File: config.mk
export PLATFORM = sky130hd
export DESIGN_NAME = ram_neg_seq
export DESIGN_NICKNAME = d
export VERILOG_FILES = /design/src/rtl/ram_neg_pkg.sv /design/src/rtl/ram_neg_csum.sv /design/src/rtl/ram_neg_seq.sv
export SDC_FILE = /design/constraint.sdc
export NUM_CORES = 1
export LEC_CHECK = 0
export CAP_MARGIN = 20
export CORE_MARGIN = 5
export CORE_UTILIZATION = 38
export DETAILED_ROUTE_END_ITERATION = 10
export GPL_ROUTABILITY_DRIVEN = 0
export PLACE_DENSITY = 0.66
export SYNTH_ARGS = -nofsm -noshare
export SYNTH_HDL_FRONTEND = slang
export SYNTH_SLANG_ARGS = --single-unit
export TNS_END_PERCENT = 20
File: constraint.sdc
create_clock -name clk -period 3.9 [get_ports clk]
set_input_delay 1.17 -clock clk [delete_from_list [all_inputs] [get_ports clk]]
set_output_delay 1.17 -clock clk [all_outputs]
set_load 0.005 [all_outputs]
File: src/rtl/ram_neg_pkg.sv
// ram_neg_pkg: shared widths and FSM state type for the RAM negate sequencer.
package ram_neg_pkg;
  localparam int ADR_W  = 6;
  localparam int DATA_W = 8;
  localparam int CNT_W  = 7;
  typedef enum logic [2:0] {IDLE, RD, CAP, WR, DONE} state_t;
endpackage

File: src/rtl/ram_neg_csum.sv
// ram_neg_csum: mod-256 byte accumulator with synchronous clear and enable.
import ram_neg_pkg::*;
module ram_neg_csum (
  input  logic              clk,
  input  logic              rst,
  input  logic              clr,
  input  logic              en,
  input  logic [DATA_W-1:0] din,
  output logic [DATA_W-1:0] sum
);
  always_ff @(posedge clk or posedge rst)
    if (rst) sum <= '0;
    else if (clr) sum <= '0;
    else if (en) sum <= sum + din;
endmodule

File: src/rtl/ram_neg_seq.sv
// ram_neg_seq: walks an address range of a 64x8 RAM replacing each byte with its two's complement.
// Define RAM_NEG_CSUM_EN to accumulate a checksum of the original bytes.
import ram_neg_pkg::*;
module ram_neg_seq (
  input  logic              clk,
  input  logic              rst,
  input  logic              start,
  input  logic [ADR_W-1:0]  start_adr,
  input  logic [ADR_W-1:0]  end_adr,
  input  logic              abort,
  output logic              busy,
  output logic              done,
  output logic              aborted,
  output logic [CNT_W-1:0]  count,
  output logic [ADR_W-1:0]  mem_adr,
  output logic              mem_rd,
  output logic              mem_wr,
  output logic [DATA_W-1:0] mem_wdata,
  input  logic [DATA_W-1:0] mem_rdata,
  output logic [DATA_W-1:0] csum
);
  state_t state, nxt;
  logic [ADR_W-1:0] cur_adr, last_adr;
  logic [DATA_W-1:0] neg;
  logic accept, last;
  assign accept = state == IDLE && start;
  assign last = cur_adr == last_adr;
  always_comb begin
    nxt = state;
    case (state)
      IDLE:    nxt = start ? RD : IDLE;
      RD:      nxt = abort ? DONE : CAP;
      CAP:     nxt = abort ? DONE : WR;
      WR:      nxt = (abort || last) ? DONE : RD;
      DONE:    nxt = IDLE;
      default: nxt = IDLE;
    endcase
  end
  always_ff @(posedge clk or posedge rst)
    if (rst) begin
      state    <= IDLE;
      cur_adr  <= '0;
      last_adr <= '0;
      neg      <= '0;
      count    <= '0;
      aborted  <= 1'b0;
    end else begin
      state <= nxt;
      if (accept) begin
        cur_adr  <= start_adr;
        last_adr <= end_adr;
        count    <= '0;
        aborted  <= 1'b0;
      end
      if (state == CAP) neg <= ~mem_rdata + 1'b1;
      if (state == WR) begin
        count <= count + 1'b1;
        if (!abort && !last) cur_adr <= cur_adr + 1'b1;
      end
      if (abort && (state == RD || state == CAP || state == WR)) aborted <= 1'b1;
    end
  assign busy      = state != IDLE;
  assign done      = state == DONE;
  assign mem_rd    = state == RD;
  assign mem_wr    = state == WR;
  assign mem_adr   = (mem_rd || mem_wr) ? cur_adr : '0;
  assign mem_wdata = mem_wr ? neg : '0;
`ifdef RAM_NEG_CSUM_EN
  ram_neg_csum u_csum (
    .clk(clk),
    .rst(rst),
    .clr(accept),
    .en(state == CAP),
    .din(mem_rdata),
    .sum(csum)
  );
`else
  assign csum = '0;
`endif
endmodule
==> impl_metrics.yaml, run 1 <==
detailed_routing:
  drcViolationCount: 0
  dr_total_vias: 1577
  drtIter0Drc: 105
  first_pass_iters: 4
  wire_per_inst_um: 12.7
  avgViaCountPerCell: 4.84
  drt_wl_total_um: 4130
  final_antenna_net_count: 0
critical_path:
  worst_setup_path_start_kind: "flop"
  r2r-end: "count[5]$_DFFE_PP0P_"
  crit_required_ps: 2730
  max_stage_delay_ps: 540
  crit_start: "state[0]$_DFF_PP0_"
  worstPathCellList: "nor2b_1 > buf_4 > nand2_1 > inv_2 > clkdlybuf4s50_1"
  path_class: "reg -> out"
  r2r_cells: 7
  critical_path.max_fanout: 12
  crit_slowest_cell: "dfrtp_1"
  r2r_start: "state[0]$_DFF_PP0_"
  cp.arrival_ps: 2250
  crit_end: "mem_wr"
  reg2reg_slack_ps: 1880
  setup.worst_path.end_class: "primary output"
final_layout:
  final_common_cell: "clkdlybuf4s50_1"
  final_area_um2: 2450
  n_antenna_cell: 0
  area_delta_synth_final_pct: 31.8
  fin_cells: 326
  final_nets: 285
  final_cell_mix: "clkdlybuf4s50_1 (49), nand2_1 (35), dfrtp_1 (31)"
  nFillCells: 465
  drive_gt1_share_pct: 6.95
sta:
  finalSetupViolCount: 0
  tightest_slew_ps: 508
  max_freq_ghz: 0.292
  finalCritPeriodShare_pct: 87.8
  finalHoldViolCount: 0
  setup_tns_ps: 0
  fin_crit_ps: 3420
  clock_skew_ps: 6.35
  fin_ws_ps: 475
  rsz0062_at_grt: "false"
  slew_violations: 0
  slew-limit-headroom_pct: 66.1
clock_network:
  clk_pin_slew_ps: 70
  cts-root-buf: "clkbuf_8"
  cts_max_path_buffers: 2
  numCtsBuffers: 5
  cts_sinks: 31
  hold_buffers: 0
  htreeDepth: 2
  cts_tree: "yes"
  post-cts-setup-buffers: 0
  cts_resized: 0
  insertion_delay_ps: 280
floorplanning:
  die_w_um: 80.0
  dieArea_um2: 6390
  die_y_um: 80.0
  ios: 58
  rows: 25
  core_area_um2: 4720
  start_util_pct: 39.4
yosys:
  synth_edf_count: 0
  synth_area_um2: 1860
  async_flop_share_pct: 100
  ys.flop_type: "dfrtp_1"
  synth_seq_cells: 31
  netlist_instances: 209
  yosysSeqAreaShare_pct: 41.7
  yosysWarnings: 0
  yosysUniqueCellTypes: 47
  synth_area_per_cell_um2: 8.90
power:
  power_density_nw_per_um2: 628
  p_leak_nw: 1.10
  ir_drop_uv: 218
global_route:
  gr-total-overflow: 0
  grt_pass1_wl_um: 6840
  grt_usage_pct: 13.7
  grt_max_degree: 32
  grt_pass1_vias: 1524
  antenna_found_initial: 0
placed_design:
  placed_area_um2: 2370
  portBuffers: 49
  preCtsSetupSlack_ps: 795
  hpwl_um: 3100
  post-place-cells: 318
flow_run:
  maxCapViolCount: 0
outcome:
  status: "finished, final reports clean"
min_path:
  min-delay-start: "neg[0]$_DFFE_PP0N_"
  hold_class: "reg -> reg"
-- worst max-delay path, delay by kind of cell, from the launching register on --
kind | cells | cell delay, ps
buffers and inverters | 3 | 930
flip-flops | 1 | 540
AND/OR/NAND/NOR | 2 | 510
-- how the worst min path moves through the flow --
stage                         end  slack [ps]  cells after the start
6_report       neg[0]$_DFFE_PP0N_         470                      2
5_1_grt        neg[7]$_DFFE_PP0N_         510                      2
3_3_place_gp   neg[3]$_DFFE_PP0N_         460                      2
3_5_place_dp   neg[0]$_DFFE_PP0N_         460                      2
4_1_cts        neg[7]$_DFFE_PP0N_         480                      2
2_1_floorplan  neg[0]$_DFFE_PP0N_         440                      2
-- layout make-up --
type	instances	area [um^2]	share of cell area, %
tap	67	83.8	3.42
inverter	6	22.5	0.919
sequential	31	776	31.6
clock buffer	7	76.3	3.11
clock inverter	1	5.00	0.204
multi-input combinational	162	975	39.8
timing repair buffer	52	513	20.9
-- power breakdown --
part	internal (mW)	switching [mW]	total, mW
clock network	0.125	0.117	0.242
registers	0.452	0.156	0.608
logic	0.373	0.317	0.689
-- Yosys cell counts, drive strengths merged (3+ instances only) --
library cell / count / area, um^2
a21oi: 7 / 35.0
and2: 6 / 38.8
and3: 12 / 77.6
buf: 12 / 92.6
clkbuf: 5 / 20.0
dfrtp: 31 / 776
ha: 3 / 37.5
inv: 6 / 22.5
mux2i: 3 / 30.0
nand2: 36 / 138
nand3: 6 / 30.0
nand3b: 3 / 22.5
nand4: 3 / 18.8
nor2: 10 / 37.5
nor2b: 4 / 32.5
nor3: 10 / 50.1
o21ai: 14 / 70.1
or2b: 3 / 22.5
xnor2: 6 / 52.6
xor2: 5 / 43.8
-- metal layers --
metal | vias up | track usage (%) | wire length (um) | part of all wire [%]
met5 | - | 0 | 0 | 0
met4 | 0 | 4.56 | 62 | 1.5
met3 | 5 | 4.18 | 250 | 6.1
met2 | 46 | 22.5 | 1950 | 47
met1 | 719 | 17.0 | 1860 | 45
li1 | 807 | - | - | -
-- stage by stage --
stage	util (%)	hold WS, ps	total power, mW
floorplan	-	442	1.07
global placement	50.2	455	1.30
detailed placement	50.2	462	1.31
CTS	51.9	475	1.56
global route	51.9	507	1.68
finish	51.9	472	1.54
-- logic make-up (layout without fill, tap and decap cells) --
logic type	count (synthesis)	after routing	share of synthesized area (%)
compound gates	37	37	13.9
xor+xnor	11	11	5.18
fa+ha+maj	3	3	2.02
buf+inv	23	66	7.27
flops	31	31	41.7
mux	4	4	2.22
other cells	1	8	0.202
simple gates	99	99	27.5
-- registers in the layout, summed over array words and instances, names as in the netlist --
name	count
last_adr	6
neg	8
count	7
cur_adr	6
aborted	1
state	3
(Power assumes the default switching activity.)
==> inputs of run 2 (changes only) <==
Settings changed: DONT_BUFFER_PORTS set to 1, PLACE_DENSITY 0.66 to 0.51, SETUP_SLACK_MARGIN set to 0.4.
==> run 2 against run 1 <==
Combinational power down 19%. Clock-buffer cell count up 1. Sequential cell count unchanged. Worst setup slack better by 590 ps. Non-clock buffer count down 49. Sequential power up 2%. First-iteration DRC count up 22%. Register-to-register slack better by 60 ps. Sequential share of layout area up 7.4 points. Wire length up 3.4%.
==> impl_metrics.yaml, run 2 (synthesis gave the netlist of run 1 again) <==
critical_path:
  max_stage_delay_ps: 560
  cp_num_buf_inv: 1
  crit_family: "simple AND/OR/NAND/NOR gates"
  worst_setup_path_start_kind: "flop"
  crit_slowest_cell: "dfrtp_1"
  setup.worst_path.end_class: "primary output"
  critical_path.max_fanout: 12
  worstPathCellList: "nor2b_1 > buf_4 > and3_1"
  path_class: "reg -> out"
  cp.arrival_ps: 1670
  crit_required_ps: 2730
clock_network:
  cts-root-buf: "clkbuf_8"
  htreeDepth: 2
  cts_sinks: 31
  insertion_delay_ps: 270
  hold_buffers: 0
  cts_resized: 0
  clk_pin_slew_ps: 60
  cts_max_path_buffers: 2
  post-cts-setup-buffers: 0
  numCtsBuffers: 5
  cts_tree: "yes"
detailed_routing:
  drt_wl_total_um: 4270
  dr_total_vias: 1406
  first_pass_iters: 4
  wire_per_inst_um: 15.4
  drtIter0Drc: 128
  avgViaCountPerCell: 5.08
  final_antenna_net_count: 0
  drcViolationCount: 0
sta:
  clock_skew_ps: 5.99
  finalCritPeriodShare_pct: 72.8
  max_freq_ghz: 0.352
  rsz0062_at_grt: "false"
  tightest_slew_ps: 562
  fin_crit_ps: 2840
  finalSetupViolCount: 0
  slew_violations: 0
  slew-limit-headroom_pct: 62.5
  finalHoldViolCount: 0
  setup_tns_ps: 0
  fin_ws_ps: 1060
floorplanning:
  die_y_um: 80.0
  core_area_um2: 4720
  dieArea_um2: 6390
  start_util_pct: 39.4
  die_w_um: 80.0
  ios: 58
  rows: 25
power:
  ir_drop_uv: 259
  p_leak_nw: 0.931
  power_density_nw_per_um2: 729
final_layout:
  multi_input_area_um2: 980
  largest_reg_flops: 8
  final_area_um2: 1980
  reg.largest.list: "neg: 8 flops, count: 7 flops"
  area_delta_synth_final_pct: 6.73
  seq_area_um2: 776
  final_common_cell: "nand2_1"
  final_nets: 236
  final_cell_mix: "nand2_1 (35), dfrtp_1 (31), o21ai_0 (14)"
  nFillCells: 487
  regMostFlops: "neg"
  n_antenna_cell: 0
  drive_gt1_share_pct: 9.52
global_route:
  grt_usage_pct: 13.9
  grt_max_degree: 32
  grt_pass1_wl_um: 6920
  gr-total-overflow: 0
  antenna_found_initial: 0
  grt_pass1_vias: 1424
placed_design:
  portBuffers: 0
  placed_area_um2: 1880
  hpwl_um: 3250
  preCtsSetupSlack_ps: 1360
flow_run:
  maxCapViolCount: 0
outcome:
  status: "finished, final reports clean"
min_path:
  hold_class: "reg -> reg"
## run 2: worst register-to-register path: stages (launching register included)
cell,delay [ps]
dfrtp_1,700
or3_1,540
nand2_1,200
o311a_1,180
o221a_1,240
## run 2: report_power, final
group          total [mW]  internal, mW  switching [mW]
Clock               0.271         0.161           0.110
Sequential          0.619         0.452           0.167
Combinational       0.557         0.251           0.306
Total                1.45         0.864           0.583
## run 2: path summary, 6_finish.rpt
| check | depth (start not counted) | startpoint | end | slack (ps) |
|---|---|---|---|---|
| setup / recovery | 3 | state[0]$_DFF_PP0_ | mem_wdata[0] | 1060 |
| hold / removal | 2 | neg[4]$_DFFE_PP0N_ | neg[4]$_DFFE_PP0N_ | 490 |
| setup reg to reg | 4 | state[1]$_DFF_PP0_ | cur_adr[2]$_DFF_PP0_ | 1940 |
| hold reg to reg | 2 | neg[4]$_DFFE_PP0N_ | neg[4]$_DFFE_PP0N_ | 490 |
| max in group asynchronous | 2 | rst | neg[2]$_DFFE_PP0N_ | 2740 |
| min in group asynchronous | 2 | rst | cur_adr[1]$_DFF_PP0_ | 870 |
## run 2: stage by stage
stage | cells | util [%] | power, mW | hold WS (ps)
3_3_place_gp | 269 | 39.9 | 1.16 | 465
3_5_place_dp | 269 | 39.9 | 1.19 | 474
5_1_grt | 277 | 42.0 | 1.58 | 515
6_report | 277 | 42.0 | 1.45 | 486
4_1_cts | 277 | 42.0 | 1.47 | 489
2_1_floorplan | 216 | - | 1.07 | 442
## run 2: per-layer routing
metal	global-route usage [%]	wire length (um)
met2	21.5	2000
met4	4.22	42
met5	0	0
met3	6.55	418
met1	17.1	1810
## run 2: area by class of cell
cell class	count	area share (%)
Clock buffer	8	5.04
Inverter	6	1.13
Sequential cell	31	39.1
Tap cell	67	4.22
Timing Repair Buffer	3	1.13
Multi-Input combinational cell	162	49.4
